**src/rtl/swan256_dec_key_sequencer_pkg.sv**
```systemverilog
// Shared constants and state encoding for the SWAN256 decryption key sequencer.
package swan256_dec_key_sequencer_pkg;

   localparam int unsigned KEY_SIZE  = 256;
   localparam int unsigned SIDE_SIZE = 128;
   localparam int unsigned ROUNDS    = 64;
   localparam int unsigned RND_W     = 7;

   localparam logic [RND_W-1:0]     LastRound = RND_W'(ROUNDS - 1);
   localparam logic [0:SIDE_SIZE-1] DELTA0    = 128'h9e3779b97f4a7c15f39cc0605cedc834;

   typedef enum logic [1:0] {
      StIdle = 2'd0,
      StRun  = 2'd1,
      StDone = 2'd2
   } state_e;

endpackage

```
**src/rtl/swan256_dec_key_sequencer_step.sv**
```systemverilog
// One combinational SWAN256 decryption key-schedule step.
module dec_key_schedule_256
   import swan256_dec_key_sequencer_pkg::*;
(
   input  logic [0:KEY_SIZE-1]  key_i,
   input  logic [0:SIDE_SIZE-1] delta_i,
   output logic [0:SIDE_SIZE-1] sk_o,
   output logic [0:KEY_SIZE-1]  next_key_o,
   output logic [0:SIDE_SIZE-1] next_delta_o
);

   logic [0:SIDE_SIZE-1] diff;
   logic [0:KEY_SIZE-1]  mixed;

   assign sk_o  = key_i[SIDE_SIZE:KEY_SIZE-1];
   assign diff  = sk_o - delta_i;
   assign mixed = {key_i[0:SIDE_SIZE-1], diff};

   // Bit 0 is the MSB, so a left rotate by 120 pulls bits 120.. to the front.
   assign next_key_o   = {mixed[120:KEY_SIZE-1], mixed[0:119]};
   assign next_delta_o = delta_i - DELTA0;

endmodule

```
**src/rtl/swan256_dec_key_sequencer.sv**
```systemverilog
// Iterative controller emitting one SWAN256 decryption round subkey per handshake.
module swan256_dec_key_sequencer
   import swan256_dec_key_sequencer_pkg::*;
(
   input  logic                 clk,
   input  logic                 rst_n,
   input  logic                 start_i,
   input  logic                 abort_i,
   input  logic [0:KEY_SIZE-1]  key_in_i,
   input  logic [0:SIDE_SIZE-1] delta_in_i,
   output logic [0:SIDE_SIZE-1] sk_o,
   output logic                 sk_valid_o,
   input  logic                 sk_ready_i,
   output logic [RND_W-1:0]     round_idx_o,
   output logic                 busy_o,
   output logic                 done_o
);

   state_e               state_q, state_d;
   logic [0:KEY_SIZE-1]  key_q, key_d, next_key;
   logic [0:SIDE_SIZE-1] delta_q, delta_d, next_delta, sk;
   logic [RND_W-1:0]     round_q, round_d;
   logic                 handshake;

   dec_key_schedule_256 u_step (
      .key_i        (key_q),
      .delta_i      (delta_q),
      .sk_o         (sk),
      .next_key_o   (next_key),
      .next_delta_o (next_delta)
   );

   assign handshake = (state_q == StRun) && sk_ready_i;

   always_comb begin
      state_d = state_q;
      key_d   = key_q;
      delta_d = delta_q;
      round_d = round_q;
      case (state_q)
         StIdle: begin
            if (start_i) begin
               key_d   = key_in_i;
               delta_d = delta_in_i;
               round_d = '0;
               state_d = StRun;
            end
         end
         StRun: begin
            if (handshake) begin
               key_d   = next_key;
               delta_d = next_delta;
               if (round_q == LastRound) begin
                  round_d = '0;
                  state_d = StDone;
               end else begin
                  round_d = round_q + RND_W'(1);
               end
            end
         end
         StDone:  state_d = StIdle;
         default: state_d = StIdle;
      endcase
      // Abort beats a same-cycle start; an accepted subkey still advances key/delta.
      if (abort_i) begin
         state_d = StIdle;
         round_d = '0;
         if (state_q == StIdle) begin
            key_d   = key_q;
            delta_d = delta_q;
         end
      end
   end

   always_ff @(posedge clk or negedge rst_n) begin
      if (!rst_n) begin
         state_q <= StIdle;
         key_q   <= '0;
         delta_q <= '0;
         round_q <= '0;
      end else begin
         state_q <= state_d;
         key_q   <= key_d;
         delta_q <= delta_d;
         round_q <= round_d;
      end
   end

   assign sk_o        = sk;
   assign sk_valid_o  = (state_q == StRun);
   assign busy_o      = (state_q == StRun);
   assign done_o      = (state_q == StDone);
   assign round_idx_o = round_q;

endmodule

```
**config.mk**
```make
export PLATFORM = sky130hd
export DESIGN_NAME = swan256_dec_key_sequencer
export DESIGN_NICKNAME = d
export VERILOG_FILES = /design/src/rtl/swan256_dec_key_sequencer_pkg.sv /design/src/rtl/swan256_dec_key_sequencer_step.sv /design/src/rtl/swan256_dec_key_sequencer.sv
export SDC_FILE = /design/constraint.sdc
export NUM_CORES = 1
export LEC_CHECK = 0
export CAP_MARGIN = 20
export CORE_MARGIN = 2
export CORE_UTILIZATION = 25
export CTS_CLUSTER_DIAMETER = 150
export DETAILED_ROUTE_END_ITERATION = 16
export PLACE_DENSITY_LB_ADDON = 0.08
export SLEW_MARGIN = 20
export SYNTH_ARGS = -nofsm -noshare
export SYNTH_HDL_FRONTEND = slang
export SYNTH_SLANG_ARGS = --single-unit
```
**constraint.sdc**
```tcl
create_clock -name clk -period 6.65 [get_ports clk]
set_input_delay 0.665 -clock clk [delete_from_list [all_inputs] [get_ports clk]]
set_output_delay 0.665 -clock clk [all_outputs]
set_load 0.03 [all_outputs]
```
==> results.toml, run 1 <==
[status]
status = "finished clean"

[pwr]
static-leakage-power_nw = 15.1
power_density_over_the_cells_nw_per_um2 = 677
vdd_drop_max_mv = 0.241

[clocking]
post_cts.repair.setup_buffers = 0
cts_hold_buf = 0
clkSlewWorstSetupHoldPaths_ns = 0.06
ctsResizeCount = 0
insertion_delay_ns = 0.66
cts_inserted_buffers = 54
cts_tree = "built"
cts.root.buffer_cell = "sky130_fd_sc_hd__clkbuf_16"
tritoncts_num_sinks = 393
htreeDepth = 2
max-clock-path-buffers = 3

[synth]
synthesis.area_sq_um = 29500
ys_top_cells_by_count = "608 x sky130_fd_sc_hd__nand2_1, 524 x sky130_fd_sc_hd__a21oi_1, 408 x sky130_fd_sc_hd__nor2_1"
ys_async_sr_fraction_pct = 100
syn_nets = 4524
yosysWarnings = 0
netlist_top_cells_area = "sky130_fd_sc_hd__dfrtp_1 33%, sky130_fd_sc_hd__a21oi_1 8.9%, sky130_fd_sc_hd__nand2_1 7.7%"
synth-simple-area-share_pct = 20.9
synth_enable_flop_cells = 0
synth_xor_area_share_pct = 3.50
sequential_fraction_of_the_synthesis_area_pct = 33.3
postSynthAreaPerCell_sq_um = 7.36
synth_top_family_by_area = "compound AO/OA/AOI/OAI gates"
synth_compound_gate_area_share_pct = 28.2
yosys_register_bits = 393
number_of_instances_in_the_synthesized_netlist = 4005
dominantRegCellSynth = "sky130_fd_sc_hd__dfrtp_1"
synth.area.mux_share_pct = 0.174
yosys.area_share.adder_pct = 5.54
synth.top_cell.area_share_pct = 33.3
count_of_distinct_cell_types_in_the_synthesized_netlist = 83
most_common_cell_in_the_synthesized_netlist = "sky130_fd_sc_hd__nand2_1"
yosysTopAreaCell = "sky130_fd_sc_hd__dfrtp_1"

[worst_setup_path]
cp_max_fo = 6
timing.critical_path.required_ns = 7.22
crit-reg2reg-capture = "key_q[10]"
r2r_cells = 15
crit_start = "delta_q[90]"
worst-r2r-setup-slack_ns = 1.53
crit-reg2reg-launch = "delta_q[90]"
worst_setup_path_endpoint = "key_q[10]"
sort_of_element_at_the_end_of_the_critical_path = "register"
setup.worst_path.start_class = "register"
cp.arrival_ns = 5.69
cp_class = "reg2reg"

[cells_and_area]
area_growth_syn_to_layout_pct = 25.8
layout-drive-gt1-share_pct = 3.54
design.final.nets = 4771
n_fill_cell = 12900
finalCoreUtilization_pct = 31.5

[global_route]
grt_usage_pct = 23.1
grt_start_max_net_pins = 154
grt_pass1_wl_um = 209000
antenna_violations_before_repair = 15
grt_overflow = 0
first_global_vias = 30000

[placed_design]
gp_congestion = 0.883
dpl.hpwl_um = 111000
buffer_ports.inserted = 526

[die]
floorplan.die.height_um = 347
die_x_um = 347
floorplan.die_area_sq_um = 121000
placementRows = 126
initial_core_util_pct = 25.1
io_pins = 527
placeableCoreArea_sq_um = 118000

[routing]
detail_route.wl_per_cell_um = 24.5
drt_pass1_iterations = 7
drt-vias-per-instance = 5.20
first_iter_violations = 2504
wl_um = 143000
route.vias.total = 30300
drt.antenna.violating_nets = 0
drt_drc_violations_left = 0

[timing]
final.min_clock_period_ns = 5.12
final-max-slew-violation-count = 0
timing.setup.tns_ns = 0
grt_setup_unrepaired = "no"
worst_margin_pin_slew_ns = 1.16
achievable-frequency_ghz = 0.195
finalSetupViolations = 0
period_share_pct = 77.0
relSlewSlack_pct = 22.1
fin_worst_skew_ns = 0.0272
hold_viol = 0

[worst_hold_path]
timing.hold.worst.class = "in2async"

[job]
drv.max_cap_violation_count = 0
==> area by class of cell <==
cell class	count	area [sq um]	share of cell area (%)
multi-input combinational	3081	17200	46.4
clock buffer	83	1650	4.46
clock inverter	16	235	0.634
timing repair buffer	556	5610	15.1
antenna	4	10.0	0.0270
tap	1536	1920	5.18
inverter	166	631	1.70
sequential	393	9830	26.5
==> layer usage <==
metal | up-vias | wire length [um] | track usage [%]
met5 | - | 48 | 0
met4 | 8 | 3910 | 6.54
met3 | 157 | 8770 | 4.50
met2 | 893 | 62700 | 35.7
met1 | 14600 | 67800 | 32.6
li1 | 14600 | - | -
==> kinds of logic after synthesis <==
kind of cell,Yosys count
AOI/OAI and AO/OA,1414
and+or+nand+nor,1414
buffers and inverters,531
DFF,393
adders and majority gates,130
xor gates and xnor gates,118
muxes,5
==> layout by cell type (no fill, tap or decap), types with 28 or more instances in the layout <==
cell                              netlist  routed
sky130_fd_sc_hd__a21o_1                57      56
sky130_fd_sc_hd__nor2b_1               28      28
sky130_fd_sc_hd__xor2_1                46      46
sky130_fd_sc_hd__ha_1                 129     129
sky130_fd_sc_hd__a31oi_1              170     170
sky130_fd_sc_hd__o21ai_0              348     348
sky130_fd_sc_hd__clkdlybuf4s50_1        0     525
sky130_fd_sc_hd__a22oi_1               29      29
sky130_fd_sc_hd__inv_1                166     165
sky130_fd_sc_hd__nand2_1              608     608
sky130_fd_sc_hd__o21bai_1              38      38
sky130_fd_sc_hd__a21oi_1              524     523
sky130_fd_sc_hd__o22ai_1               68      68
sky130_fd_sc_hd__dfrtp_1              393     393
sky130_fd_sc_hd__xnor2_1               72      72
sky130_fd_sc_hd__nand3_1               72      72
sky130_fd_sc_hd__nor3_1                90      90
sky130_fd_sc_hd__nor2_1               408     408
sky130_fd_sc_hd__clkbuf_16              0      57
sky130_fd_sc_hd__and3_1                32      32
sky130_fd_sc_hd__nand4_1               73      73
==> per-stage QoR <==
stage	area (sq um)	setup WS, ns	hold WS (ns)	instances	power [mW]
floorplan	29500	2.97	0.369	4005	16.1
global placement	35200	1.64	0.460	5732	22.0
detailed placement	35200	1.68	0.465	5732	21.9
CTS	37100	1.68	0.0565	5831	25.3
global route	37100	1.42	0.0908	5831	27.2
finish	37100	1.53	0.0692	5835	25.1
==> critical path: stages, from the launching register on <==
cell                        delay (ns)
sky130_fd_sc_hd__dfrtp_1          0.47
sky130_fd_sc_hd__inv_1            0.09
sky130_fd_sc_hd__ha_1             0.41
sky130_fd_sc_hd__and2_1           0.21
sky130_fd_sc_hd__nand3_1          0.16
sky130_fd_sc_hd__nor3_1           0.58
sky130_fd_sc_hd__o2111ai_1        0.44
sky130_fd_sc_hd__a2111oi_0        0.79
sky130_fd_sc_hd__buf_4            0.26
sky130_fd_sc_hd__a21bo_2          0.20
sky130_fd_sc_hd__a21o_1           0.22
sky130_fd_sc_hd__a311oi_1         0.33
sky130_fd_sc_hd__o31ai_1          0.44
sky130_fd_sc_hd__xor2_1           0.23
sky130_fd_sc_hd__nand2_1          0.09
sky130_fd_sc_hd__a21oi_1          0.15
==> worst min-delay path by stage <==
| stage | end | slack, ns | cells after the start | start |
|---|---|---|---|---|
| 6_report | key_q[114] | 0.07 | 1 | rst_n |
| 5_1_grt | key_q[114] | 0.09 | 1 | rst_n |
| 4_1_cts | key_q[114] | 0.06 | 1 | rst_n |
| 3_5_place_dp | delta_q[7] | 0.47 | 1 | delta_q[7] |
| 3_3_place_gp | delta_q[7] | 0.46 | 1 | delta_q[7] |
| 2_1_floorplan | delta_q[0] | 0.37 | 0 | rst_n |
==> flip-flops by register name, summed over array words and instances (netlist names) <==
name and cells:
delta_q 128, key_q 256, round_idx_o 7, state_q 2
==> where the power goes <==
part	switching (mW)	internal, mW
sequential	1.45	3.57
combinational	11.2	5.74
clock	1.26	1.93
total	13.9	11.2
Power figures use the tool's default switching activity.
==> run 2: changes to the inputs <==
==> constraint.sdc (replaced) <==
create_clock -name clk -period 5.2 [get_ports clk]
set_input_delay 0.52 -clock clk [delete_from_list [all_inputs] [get_ports clk]]
set_output_delay 0.52 -clock clk [all_outputs]
set_load 0.03 [all_outputs]
==> results.toml, run 2 (same netlist as run 1, synthesis figures left out) <==
[pwr]
power.share.sequential_pct = 19.8
netSwitchingPower_mw = 17.7
comb_power_share_pct = 67.7
total_power_mw = 32.1
static-leakage-power_nw = 15.1
netSwitchingFraction_pct = 55.0
power_density_over_the_cells_nw_per_um2 = 864
vdd_drop_max_mv = 0.441
clock_power_share_pct = 12.5
p_int_mw = 14.5

[die]
placementRows = 126
die_x_um = 347
placeableCoreArea_sq_um = 118000
io_pins = 527
floorplan.die_area_sq_um = 121000
floorplan.die.height_um = 347
initial_core_util_pct = 25.1

[cells_and_area]
largest_register_ff_count = 256
n_fill_cell = 12800
finalCoreUtilization_pct = 31.6
largest-register = "key_q"
design.final.nets = 4786
most-common-layout-cells = "608 x sky130_fd_sc_hd__nand2_1, 525 x sky130_fd_sc_hd__clkdlybuf4s50_1, 523 x sky130_fd_sc_hd__a21oi_1, 407 x sky130_fd_sc_hd__nor2_1, 393 x sky130_fd_sc_hd__dfrtp_1"
area_growth_syn_to_layout_pct = 26.2
final_design_area_no_fill_sq_um = 37200
most_common_library_cell_in_the_layout_ignoring_fill_and_taps = "sky130_fd_sc_hd__nand2_1"
layout-drive-gt1-share_pct = 3.94

[timing]
fin_worst_skew_ns = 0.0331
grt_setup_unrepaired = "no"
achievable-frequency_ghz = 0.207
relSlewSlack_pct = 24.5
final-max-slew-violation-count = 0
finalSetupViolations = 0
final.min_clock_period_ns = 4.82
period_share_pct = 92.7
hold_viol = 0
worst_margin_pin_slew_ns = 1.13
hold_slack_ns = 0.389
timing.setup.tns_ns = 0

[clocking]
insertion_delay_ns = 0.66
ctsResizeCount = 0
cts_hold_buf = 1
post_cts.repair.setup_buffers = 0
cts_inserted_buffers = 54
cts.root.buffer_cell = "sky130_fd_sc_hd__clkbuf_16"
cts_tree = "built"
htreeDepth = 2
clkSlewWorstSetupHoldPaths_ns = 0.06
tritoncts_num_sinks = 393
max-clock-path-buffers = 3

[routing]
drt_pass1_iterations = 6
route.vias.total = 30400
drt_drc_violations_left = 0
first_iter_violations = 2249
wl_um = 142000
drt.antenna.violating_nets = 0
detail_route.wl_per_cell_um = 24.3
drt-vias-per-instance = 5.19

[global_route]
grt_overflow = 0
grt_start_max_net_pins = 169
grt_usage_pct = 22.9
grt_pass1_wl_um = 208000
first_global_vias = 29900
antenna_violations_before_repair = 11

[worst_setup_path]
sort_of_element_at_the_end_of_the_critical_path = "register"
timing.critical_path.required_ns = 5.73
cp_class = "reg2reg"
r2r_cells = 16
cp.arrival_ns = 5.35
setup.worst_path.start_class = "register"
crit-reg2reg-launch = "delta_q[121]"
worst-r2r-setup-slack_ns = 0.38
cp_max_fo = 8
crit-reg2reg-capture = "key_q[12]"

[placed_design]
dpl.hpwl_um = 111000
placedInstanceArea_sq_um = 35300
buffer_ports.inserted = 526
gp_congestion = 0.907

[worst_hold_path]
timing.hold.worst.class = "in2async"

[status]
status = "finished clean"

[job]
drv.max_cap_violation_count = 0
run 2: cell count changes in the layout (fill, tap and decap cells not counted), sizes merged:
cell,delta
buf,+14
dlygate4sd3,+1
clkbuf,-1
clkinvlp,+2
clkinv,+2
diode,-3
bufinv,-1
run 2: through the flow:
stage / setup slack (ns) / cells
after global routing: 0.102 / 5848
final: 0.380 / 5849
after floorplan: 1.52 / 4005
after CTS: 0.420 / 5848
after detailed placement: 0.449 / 5746
after global placement: 0.491 / 5746
run 2: worst max-delay path by stage:
stage                 startpoint  slack, ns        end  cells after the start
finish              delta_q[121]       0.38  key_q[12]                     16
global route        delta_q[125]       0.10  key_q[13]                     15
detailed placement  delta_q[125]       0.45  key_q[13]                     15
floorplan             key_q[255]       1.52  key_q[47]                     16
CTS                 delta_q[125]       0.42  key_q[13]                     15
global placement      key_q[255]       0.49  key_q[41]                     17
run 2: layout make-up:
class	count	area, sq um	area share [%]
Tap cell	1536	1920	5.16
Timing Repair Buffer	571	5740	15.4
Clock inverter	19	234	0.629
Multi-Input combinational cell	3081	17200	46.3
Antenna cell	1	2.50	0.00672
Sequential cell	393	9830	26.4
Inverter	166	631	1.69
Clock buffer	82	1640	4.41
run 2: worst max-delay path: stages, from the launching register on:
cell and delay, ns:
sky130_fd_sc_hd__dfrtp_1 0.47, sky130_fd_sc_hd__inv_1 0.11, sky130_fd_sc_hd__ha_1 0.37, sky130_fd_sc_hd__a21oi_1 0.26, sky130_fd_sc_hd__o21ai_0 0.18, sky130_fd_sc_hd__a211oi_1 0.27, sky130_fd_sc_hd__a21oi_1 0.19, sky130_fd_sc_hd__o2111ai_1 0.50
sky130_fd_sc_hd__a2111oi_0 0.21, sky130_fd_sc_hd__buf_4 0.19, sky130_fd_sc_hd__or2_2 0.31, sky130_fd_sc_hd__a31oi_1 0.50, sky130_fd_sc_hd__o21ba_2 0.41, sky130_fd_sc_hd__o21ai_0 0.18, sky130_fd_sc_hd__a21oi_1 0.22, sky130_fd_sc_hd__xor2_1 0.22
sky130_fd_sc_hd__o21ai_0 0.10
run 2: metal layers:
| metal | routed length, um | global-route usage (%) | part of all wire (%) | up-vias |
|---|---|---|---|---|
| li1 | - | - | - | 14700 |
| met5 | 64 | 0 | 0.045 | - |
| met3 | 6300 | 3.17 | 4.4 | 123 |
| met2 | 64800 | 36.9 | 46 | 782 |
| met1 | 68400 | 32.5 | 48 | 14800 |
| met4 | 2810 | 4.91 | 2.0 | 10 |
run 2: power by group through the flow:
stage | logic, mW | registers (mW) | clock network, mW
2_1_floorplan | 15.0 | 5.51 | 0
3_3_place_gp | 21.9 | 6.43 | 0
3_5_place_dp | 21.6 | 6.44 | 0
4_1_cts | 21.8 | 6.42 | 4.16
5_1_grt | 23.8 | 6.60 | 4.26
6_report | 21.8 | 6.37 | 4.01
